--- src/rtl/hazard_scoreboard_pkg.sv ---
// Shared types for the hazard/trap controller: stage control word, trap payload, cause codes.
package hazard_scoreboard_pkg;

    typedef struct packed {
        logic stall;
        logic flush;
    } control;

    typedef enum logic [1:0] {
        WB_ALU = 2'd0,
        WB_MEM = 2'd1,
        WB_PC  = 2'd2
    } writebackType_;

    typedef enum logic [3:0] {
        TRAP_NONE         = 4'd0,
        TRAP_ILLEGAL      = 4'd1,
        TRAP_MIS_STORE    = 4'd2,
        TRAP_MIS_LOAD     = 4'd3,
        TRAP_MIS_INST     = 4'd4,
        TRAP_ECALL        = 4'd5,
        TRAP_EBREAK       = 4'd6,
        TRAP_ACCESS_STORE = 4'd7,
        TRAP_ACCESS_LOAD  = 4'd8,
        TRAP_ACCESS_INST  = 4'd9
    } trapType_;

    typedef struct packed {
        trapType_    trapType;
        logic [31:0] faultingAddress;
    } trapPayload_;

    typedef enum logic {
        ST_IDLE  = 1'b0,
        ST_DRAIN = 1'b1
    } state_t;

    localparam int TRAP_PAYLOAD_W = $bits(trapPayload_);
    localparam int CONTROL_W      = $bits(control);

    localparam logic [3:0] MCAUSE_MIS_INST     = 4'd0;
    localparam logic [3:0] MCAUSE_ACCESS_INST  = 4'd1;
    localparam logic [3:0] MCAUSE_ILLEGAL      = 4'd2;
    localparam logic [3:0] MCAUSE_EBREAK       = 4'd3;
    localparam logic [3:0] MCAUSE_MIS_LOAD     = 4'd4;
    localparam logic [3:0] MCAUSE_ACCESS_LOAD  = 4'd5;
    localparam logic [3:0] MCAUSE_MIS_STORE    = 4'd6;
    localparam logic [3:0] MCAUSE_ACCESS_STORE = 4'd7;
    localparam logic [3:0] MCAUSE_ECALL        = 4'd11;

    function automatic logic [3:0] trap_cause(input trapType_ t);
        case (t)
            TRAP_ILLEGAL:      trap_cause = MCAUSE_ILLEGAL;
            TRAP_MIS_STORE:    trap_cause = MCAUSE_MIS_STORE;
            TRAP_MIS_LOAD:     trap_cause = MCAUSE_MIS_LOAD;
            TRAP_MIS_INST:     trap_cause = MCAUSE_MIS_INST;
            TRAP_ECALL:        trap_cause = MCAUSE_ECALL;
            TRAP_EBREAK:       trap_cause = MCAUSE_EBREAK;
            TRAP_ACCESS_STORE: trap_cause = MCAUSE_ACCESS_STORE;
            TRAP_ACCESS_LOAD:  trap_cause = MCAUSE_ACCESS_LOAD;
            TRAP_ACCESS_INST:  trap_cause = MCAUSE_ACCESS_INST;
            default:           trap_cause = 4'd0;
        endcase
    endfunction

endpackage

--- src/rtl/hazard_scoreboard_load_scoreboard.sv ---
// Pending-write bit per architectural register (x0 never pending) with lookup ports.
// Set beats clear for the same register; clear-all beats both.
module load_scoreboard
    import hazard_scoreboard_pkg::*;
#(
    parameter int NUM_READ_PORTS = 2
) (
    input  logic                        i_clock,
    input  logic                        i_reset,
    input  logic                        i_setValid,
    input  logic [4:0]                  i_setDest,
    input  logic                        i_clearValid,
    input  logic [4:0]                  i_clearDest,
    input  logic                        i_clearAll,
    input  logic [NUM_READ_PORTS*5-1:0] i_lookupAddr,
    output logic [NUM_READ_PORTS-1:0]   o_lookupPending
);

    logic [31:0] r_pending;
    logic [31:0] w_nextPending;

    always_comb begin
        w_nextPending = r_pending;
        if (i_clearValid) w_nextPending[i_clearDest] = 1'b0;
        if (i_setValid)   w_nextPending[i_setDest]   = 1'b1;
        w_nextPending[0] = 1'b0;
    end

    always_ff @(posedge i_clock) begin
        if (i_reset || i_clearAll) begin
            r_pending <= '0;
        end else begin
            r_pending <= w_nextPending;
        end
    end

    for (genvar p = 0; p < NUM_READ_PORTS; p++) begin : g_lookup
        assign o_lookupPending[p] = r_pending[i_lookupAddr[p*5 +: 5]];
    end

endmodule

--- src/rtl/hazard_scoreboard.sv ---
// Pipeline hazard/trap controller: load-use stalls via issue compare and pending scoreboard,
// front-end redirect flushes, and a trap-drain FSM holding every stage flushed.
module hazard_scoreboard
    import hazard_scoreboard_pkg::*;
#(
    parameter int NUM_STAGES      = 4,
    parameter int NUM_READ_PORTS  = 2,
    parameter int FRONT_FLUSH     = 2,
    parameter int DRAIN_CYCLES    = 2,
    parameter int BYPASS_COMPLETE = 1
) (
    input  logic                           i_clock,
    input  logic                           i_reset,
    input  logic                           i_decodeValid,
    input  logic                           i_decodeIllegal,
    input  logic [NUM_READ_PORTS*5-1:0]    i_readAddress,
    input  logic                           i_issueValid,
    input  logic                           i_issueWritesMem,
    input  logic [4:0]                     i_issueDest,
    input  logic                           i_completeValid,
    input  logic [4:0]                     i_completeDest,
    input  logic                           i_branchValid,
    input  logic                           i_mretSignal,
    input  logic                           i_stallControl,
    input  logic                           i_trapValid,
    input  logic [TRAP_PAYLOAD_W-1:0]      i_trapData,
    output logic [NUM_STAGES*CONTROL_W-1:0] o_stageControl,
    output logic                           o_controlReset,
    output logic [3:0]                     o_mcause,
    output logic [31:0]                    o_mtval,
    output logic                           o_trapBusy
);

    localparam int CW        = $clog2(DRAIN_CYCLES + 1);
    localparam int ISSUE_IDX = (NUM_STAGES > 1) ? 1 : 0;

    state_t                     r_state;
    state_t                     w_nextState;
    state_t                     w_state;
    logic [CW-1:0]              r_count;
    logic [3:0]                 r_mcause;
    logic [31:0]                r_mtval;
    trapPayload_                w_trap;
    logic                       w_trapAccept;
    logic                       w_inDrain;
    logic                       w_setPending;
    logic [NUM_READ_PORTS-1:0]  w_lookupPending;
    logic [NUM_READ_PORTS-1:0]  w_portHazard;
    logic                       w_loadUse;
    control [NUM_STAGES-1:0]    w_ctl;

    // Reset forces the effective state to IDLE so outputs show reset values immediately.
    assign w_state      = i_reset ? ST_IDLE : r_state;
    assign w_trap       = trapPayload_'(i_trapData);
    assign w_trapAccept = !i_reset && (w_state == ST_IDLE) && i_trapValid;
    assign w_inDrain    = (w_state == ST_DRAIN);
    assign w_setPending = i_issueValid && i_issueWritesMem && !i_stallControl && (w_state == ST_IDLE);

    load_scoreboard #(
        .NUM_READ_PORTS (NUM_READ_PORTS)
    ) u_load_scoreboard (
        .i_clock         (i_clock),
        .i_reset         (i_reset),
        .i_setValid      (w_setPending),
        .i_setDest       (i_issueDest),
        .i_clearValid    (i_completeValid),
        .i_clearDest     (i_completeDest),
        .i_clearAll      (w_trapAccept || w_inDrain),
        .i_lookupAddr    (i_readAddress),
        .o_lookupPending (w_lookupPending)
    );

    for (genvar p = 0; p < NUM_READ_PORTS; p++) begin : g_port
        logic [4:0] w_ra;
        logic       w_issueHit;
        logic       w_pendHit;
        assign w_ra       = i_readAddress[p*5 +: 5];
        assign w_issueHit = i_issueValid && i_issueWritesMem && (i_issueDest == w_ra);
        assign w_pendHit  = w_lookupPending[p] && !i_reset &&
                            !((BYPASS_COMPLETE != 0) && i_completeValid && (i_completeDest == w_ra));
        assign w_portHazard[p] = i_decodeValid && !i_decodeIllegal && (w_ra != 5'd0) &&
                                 (w_issueHit || w_pendHit);
    end

    assign w_loadUse = (|w_portHazard) && !i_stallControl;

    always_ff @(posedge i_clock) begin
        if (i_reset) begin
            r_state <= ST_IDLE;
            r_count <= '0;
        end else begin
            r_state <= w_nextState;
            if (r_state == ST_IDLE && i_trapValid) begin
                r_count <= CW'(DRAIN_CYCLES);
            end else if (r_state == ST_DRAIN && !i_stallControl) begin
                r_count <= r_count - CW'(1);
            end
        end
    end

    always_comb begin
        w_nextState = r_state;
        case (r_state)
            ST_IDLE:  if (i_trapValid) w_nextState = ST_DRAIN;
            ST_DRAIN: if (!i_stallControl && r_count == CW'(1)) w_nextState = ST_IDLE;
            default:  w_nextState = ST_IDLE;
        endcase
    end

    always_comb begin
        w_ctl = '0;
        for (int s = 0; s < NUM_STAGES; s++) w_ctl[s].stall = i_stallControl;
        if (w_trapAccept || w_inDrain) begin
            for (int s = 0; s < NUM_STAGES; s++) w_ctl[s].flush = 1'b1;
        end else begin
            if (i_branchValid || i_mretSignal) begin
                for (int s = 0; s < NUM_STAGES; s++) begin
                    if (s < FRONT_FLUSH) w_ctl[s].flush = 1'b1;
                end
            end
            if (w_loadUse) begin
                w_ctl[0].stall = 1'b1;
                if (NUM_STAGES > 1) w_ctl[ISSUE_IDX].flush = 1'b1;
            end
        end
    end

    always_ff @(posedge i_clock) begin
        if (i_reset) begin
            r_mcause <= '0;
            r_mtval  <= '0;
        end else if (w_trapAccept) begin
            r_mcause <= trap_cause(w_trap.trapType);
            r_mtval  <= w_trap.faultingAddress;
        end
    end

    assign o_stageControl = w_ctl;
    assign o_controlReset = w_trapAccept;
    assign o_trapBusy     = w_inDrain;
    assign o_mcause       = i_reset ? 4'd0 : (w_trapAccept ? trap_cause(w_trap.trapType) : r_mcause);
    assign o_mtval        = i_reset ? 32'd0 : (w_trapAccept ? w_trap.faultingAddress : r_mtval);

endmodule

--- config.mk ---
export PLATFORM = sky130hd
export DESIGN_NAME = hazard_scoreboard
export DESIGN_NICKNAME = d
export VERILOG_FILES = /design/src/rtl/hazard_scoreboard_pkg.sv /design/src/rtl/hazard_scoreboard_load_scoreboard.sv /design/src/rtl/hazard_scoreboard.sv
export SDC_FILE = /design/constraint.sdc
export NUM_CORES = 1
export LEC_CHECK = 0
export CAP_MARGIN = 25
export CORE_ASPECT_RATIO = 0.5
export CORE_MARGIN = 5
export CORE_UTILIZATION = 35
export CTS_CLUSTER_DIAMETER = 150
export CTS_CLUSTER_SIZE = 20
export DETAILED_ROUTE_END_ITERATION = 10
export PLACE_DENSITY = 0.63
export SLEW_MARGIN = 20
export SYNTH_ARGS = -nofsm -noshare
export SYNTH_HDL_FRONTEND = slang
export SYNTH_HIERARCHICAL = 1
export SYNTH_SLANG_ARGS = --single-unit
--- constraint.sdc ---
create_clock -name i_clock -period 4.1 [get_ports i_clock]
set_clock_uncertainty 0.15 [all_clocks]
set_input_delay 1.23 -clock i_clock [delete_from_list [all_inputs] [get_ports i_clock]]
set_output_delay 1.23 -clock i_clock [all_outputs]
set_load 0.1 [all_outputs]
==> results_dict.tcl <==
set metrics [dict create \
    timing.final.ws_setup_ps -436 \
    dieArea_um2 12500 \
    synth_compound_area_share_pct 24.0 \
    avgSynthCellArea_um2 9.01 \
    reg2reg_depth 8 \
    die_h_um 81.7 \
    reg2reg_slack_ps 2210 \
    worst-setup-path-type "in -> out" \
    gr-total-overflow 0 \
    r2r-start "r_state" \
    grt_max_degree 36 \
    grt_pass1_vias 3831 \
    core_um2 10100 \
    synth-simple-area-share_pct 17.0 \
    syn-num-nets 471 \
    setup_viol 2 \
    p_leak_nw 2.57 \
    synth_ff_type "dfxtp_1" \
    dp.cells 677 \
    hold_viol_final 0 \
    crit_fanout 2 \
    post-route-period-util_pct 111 \
    crit_start "i_readAddress[0]" \
    io_pins 113 \
    path_delay_family "buffers and inverters" \
    yosysWarnings 6 \
    htree_num_levels 3 \
    yosys-mux-area-fraction_pct 9.05 \
    synth_top_area_share_pct 39.0 \
    ys_ff_latch 70 \
    clk_latency_ps 330 \
    synth_edf_count 0 \
    violations "setup timing" \
    final_util_pct 63.9 \
    async_flop_share_pct 0 \
    crit_path_max_incr_delay_ps 510 \
    final_max_slew_viol_count 0 \
    grt_pass1_wl_um 20400 \
    path_buf_inv 3 \
    status "finished with violations" \
    start_util_pct 35.5 \
    cts.path.max_buffers 2 \
    clkSinkCount 70 \
    final-seq-area_um2 1400 \
    maxCapViolations 0 \
    synth.area.top_cells "dfxtp_1 39%, a22o_1 8.8%, a21oi_1 5.7%" \
    dp_slack_ps -930 \
    clk_pin_slew_ps 60 \
    synth-xor-area-share_pct 5.11 \
    cts-buffers-inserted 9 \
    fp-row-count 26 \
    synthAdderAreaFrac_pct 1.74 \
    layout.nets 635 \
    diodes 0 \
    syn_inst 399 \
    final_antenna_net_count 0 \
    gp_congestion 0.945 \
    vias 3842 \
    portBuffers 112 \
    max_freq_mhz 220 \
    slew_headroom_pct 59.9 \
    drt-pass1-iter-count 5 \
    period_needed_ps 4540 \
    hold_buffers 0 \
    synth_area_um2 3600 \
    synthToLayoutAreaGrowth_pct 79.7 \
    cp_slowest_cell "mux4_2" \
    p_per_area_nw_per_um2 354 \
    n_fill_cell 806 \
    synth.most_common_cell "dfxtp_1" \
    dpl.hpwl_um 9470 \
    tightest_slew_ps 601 \
    multi_input_area_um2 2300 \
    synth_top_family_by_area "compound AO/OA/AOI/OAI gates" \
    endpoint "o_stageControl[2]" \
    ys_types 46 \
    cts_tree "done" \
    finalHoldWorstSlack_ps 333 \
    synthTopCellsByCount "70 x dfxtp_1, 41 x a21oi_1, 41 x nand2_1, 36 x a22o_1, 33 x o21ai_0" \
    drt_iter0_drc 254 \
    worst-path-stages 11 \
    die_x_um 153 \
    cts-root-buf "clkbuf_16" \
    crit_chain "clkdlybuf4s15_1 > mux4_2 > nand2b_1 > o2111ai_1 > nand4_1 > o211ai_2 > a31oi_2 > nor4_4 > buf_4 > o21bai_4 > buf_12" \
    vias_per_cell 5.43 \
    cp-end-kind "primary output" \
    fin_tns_setup_ps -848 \
    rsz0062_at_grt "yes" \
    wl_per_cell_um 18.7 \
    cp_data_arrival_time_ps 3160 \
    synth.yosys.seq_area_share_pct 39.0 \
    drc_errors 0 \
    synth_top_cell_by_area "dfxtp_1" \
    cp-start-kind "input port" \
    drive_gt1_share_pct 37.0 \
    antenna_found_initial 0 \
    vdd_ir_drop_max_v 0.000226 \
    holdCritPathClass "reg -> reg" \
    reg2reg_to "u_load_scoreboard/r_pending[5]" \
    drt-total-wl_um 13200 \
    track_usage_pct 20.6 \
    instances_no_fill 708 \
    worstPathRequired_ps 2720 \
]
==> repair_timing <==
item / in CTS / in global routing
cloned: 2 / 4
setup endpoints to repair: 4 / 37
resized for setup: 44 / 22
setup buffers: 4 / 6
pin swaps: 13 / 10
==> worst reg2reg max path, delay by kind of cell, from the launching register on <==
kind	cells	cell delay (ps)
simple gates	5	830
buf+inv	2	380
flops	1	340
compound gates	1	130
==> how the worst min path moves through the flow <==
stage | startpoint | end | slack, ps | cells after the start
global placement | r_mcause[3] | r_mcause[3] | 310 | 1
detailed placement | r_mcause[3] | r_mcause[3] | 320 | 1
global route | r_mtval[28] | r_mtval[28] | 360 | 1
finish | r_mtval[25] | r_mtval[25] | 330 | 1
CTS | r_mtval[25] | r_mtval[25] | 340 | 1
floorplan | r_mcause[3] | r_mcause[3] | 290 | 1
==> layout by cell type (no fill, tap or decap), drive strengths merged, types with 5 or more instances in the layout <==
cell and n:
nand3b 5, nand2 41, clkbuf 14, xor2 12, mux4 6, inv 9
a21oi 41, buf 113, nor2 16, clkdlybuf4s50 48, nor4 5, mux2i 19
o21ai 33, nor3b 6, nand2b 5, dlygate4sd2 7, a22o 36, xnor2 9
ha 5, dfxtp 70, nand3 10
==> final cells by class <==
type                    instances  share of cell area, %
flip-flops and latches         70                   21.7
inverters                       8                  0.465
clock buffers                   9                   3.49
clock inverters                 7                   1.49
repair buffers                178                   34.5
well taps                     140                   2.71
multi-input cells             296                   35.6
==> routing by layer <==
layer	vias up	part of all wire (%)	track usage [%]
li1	1799	-	-
met1	1824	41	24.4
met2	204	47	35.0
met3	15	11	9.63
met4	0	1.1	4.41
met5	-	0	0
==> where the power goes <==
part / internal [mW] / switching (mW) / total (mW)
Combinational: 0.307 / 0.416 / 0.723
Clock: 0.534 / 0.311 / 0.845
Sequential: 0.708 / 0.0113 / 0.720
Total: 1.55 / 0.739 / 2.29
==> logic make-up after synthesis <==
| group | count (synthesis) |
|---|---|
| AO/OA/AOI/OAI | 132 |
| XOR/XNOR | 21 |
| adder cells (fa/ha/maj) | 5 |
| buffers and inverters | 33 |
| flip-flops | 70 |
| multiplexers | 25 |
| AND/OR/NAND/NOR | 113 |
==> registers in the layout (all words and copies together), names as in the netlist <==
register and flops:
r_state 1, r_count 2, r_mcause 4, u_load_scoreboard/r_pending 31, r_mtval 32
==> metrics by stage <==
stage	instance area (um^2)	total power, mW
final	6460	2.29
after global routing	6460	2.37
after CTS	6290	2.28
after detailed placement	5860	1.42
after global placement	5860	1.42
after floorplan	3800	1.12
Power figures use the tool's default switching activity.
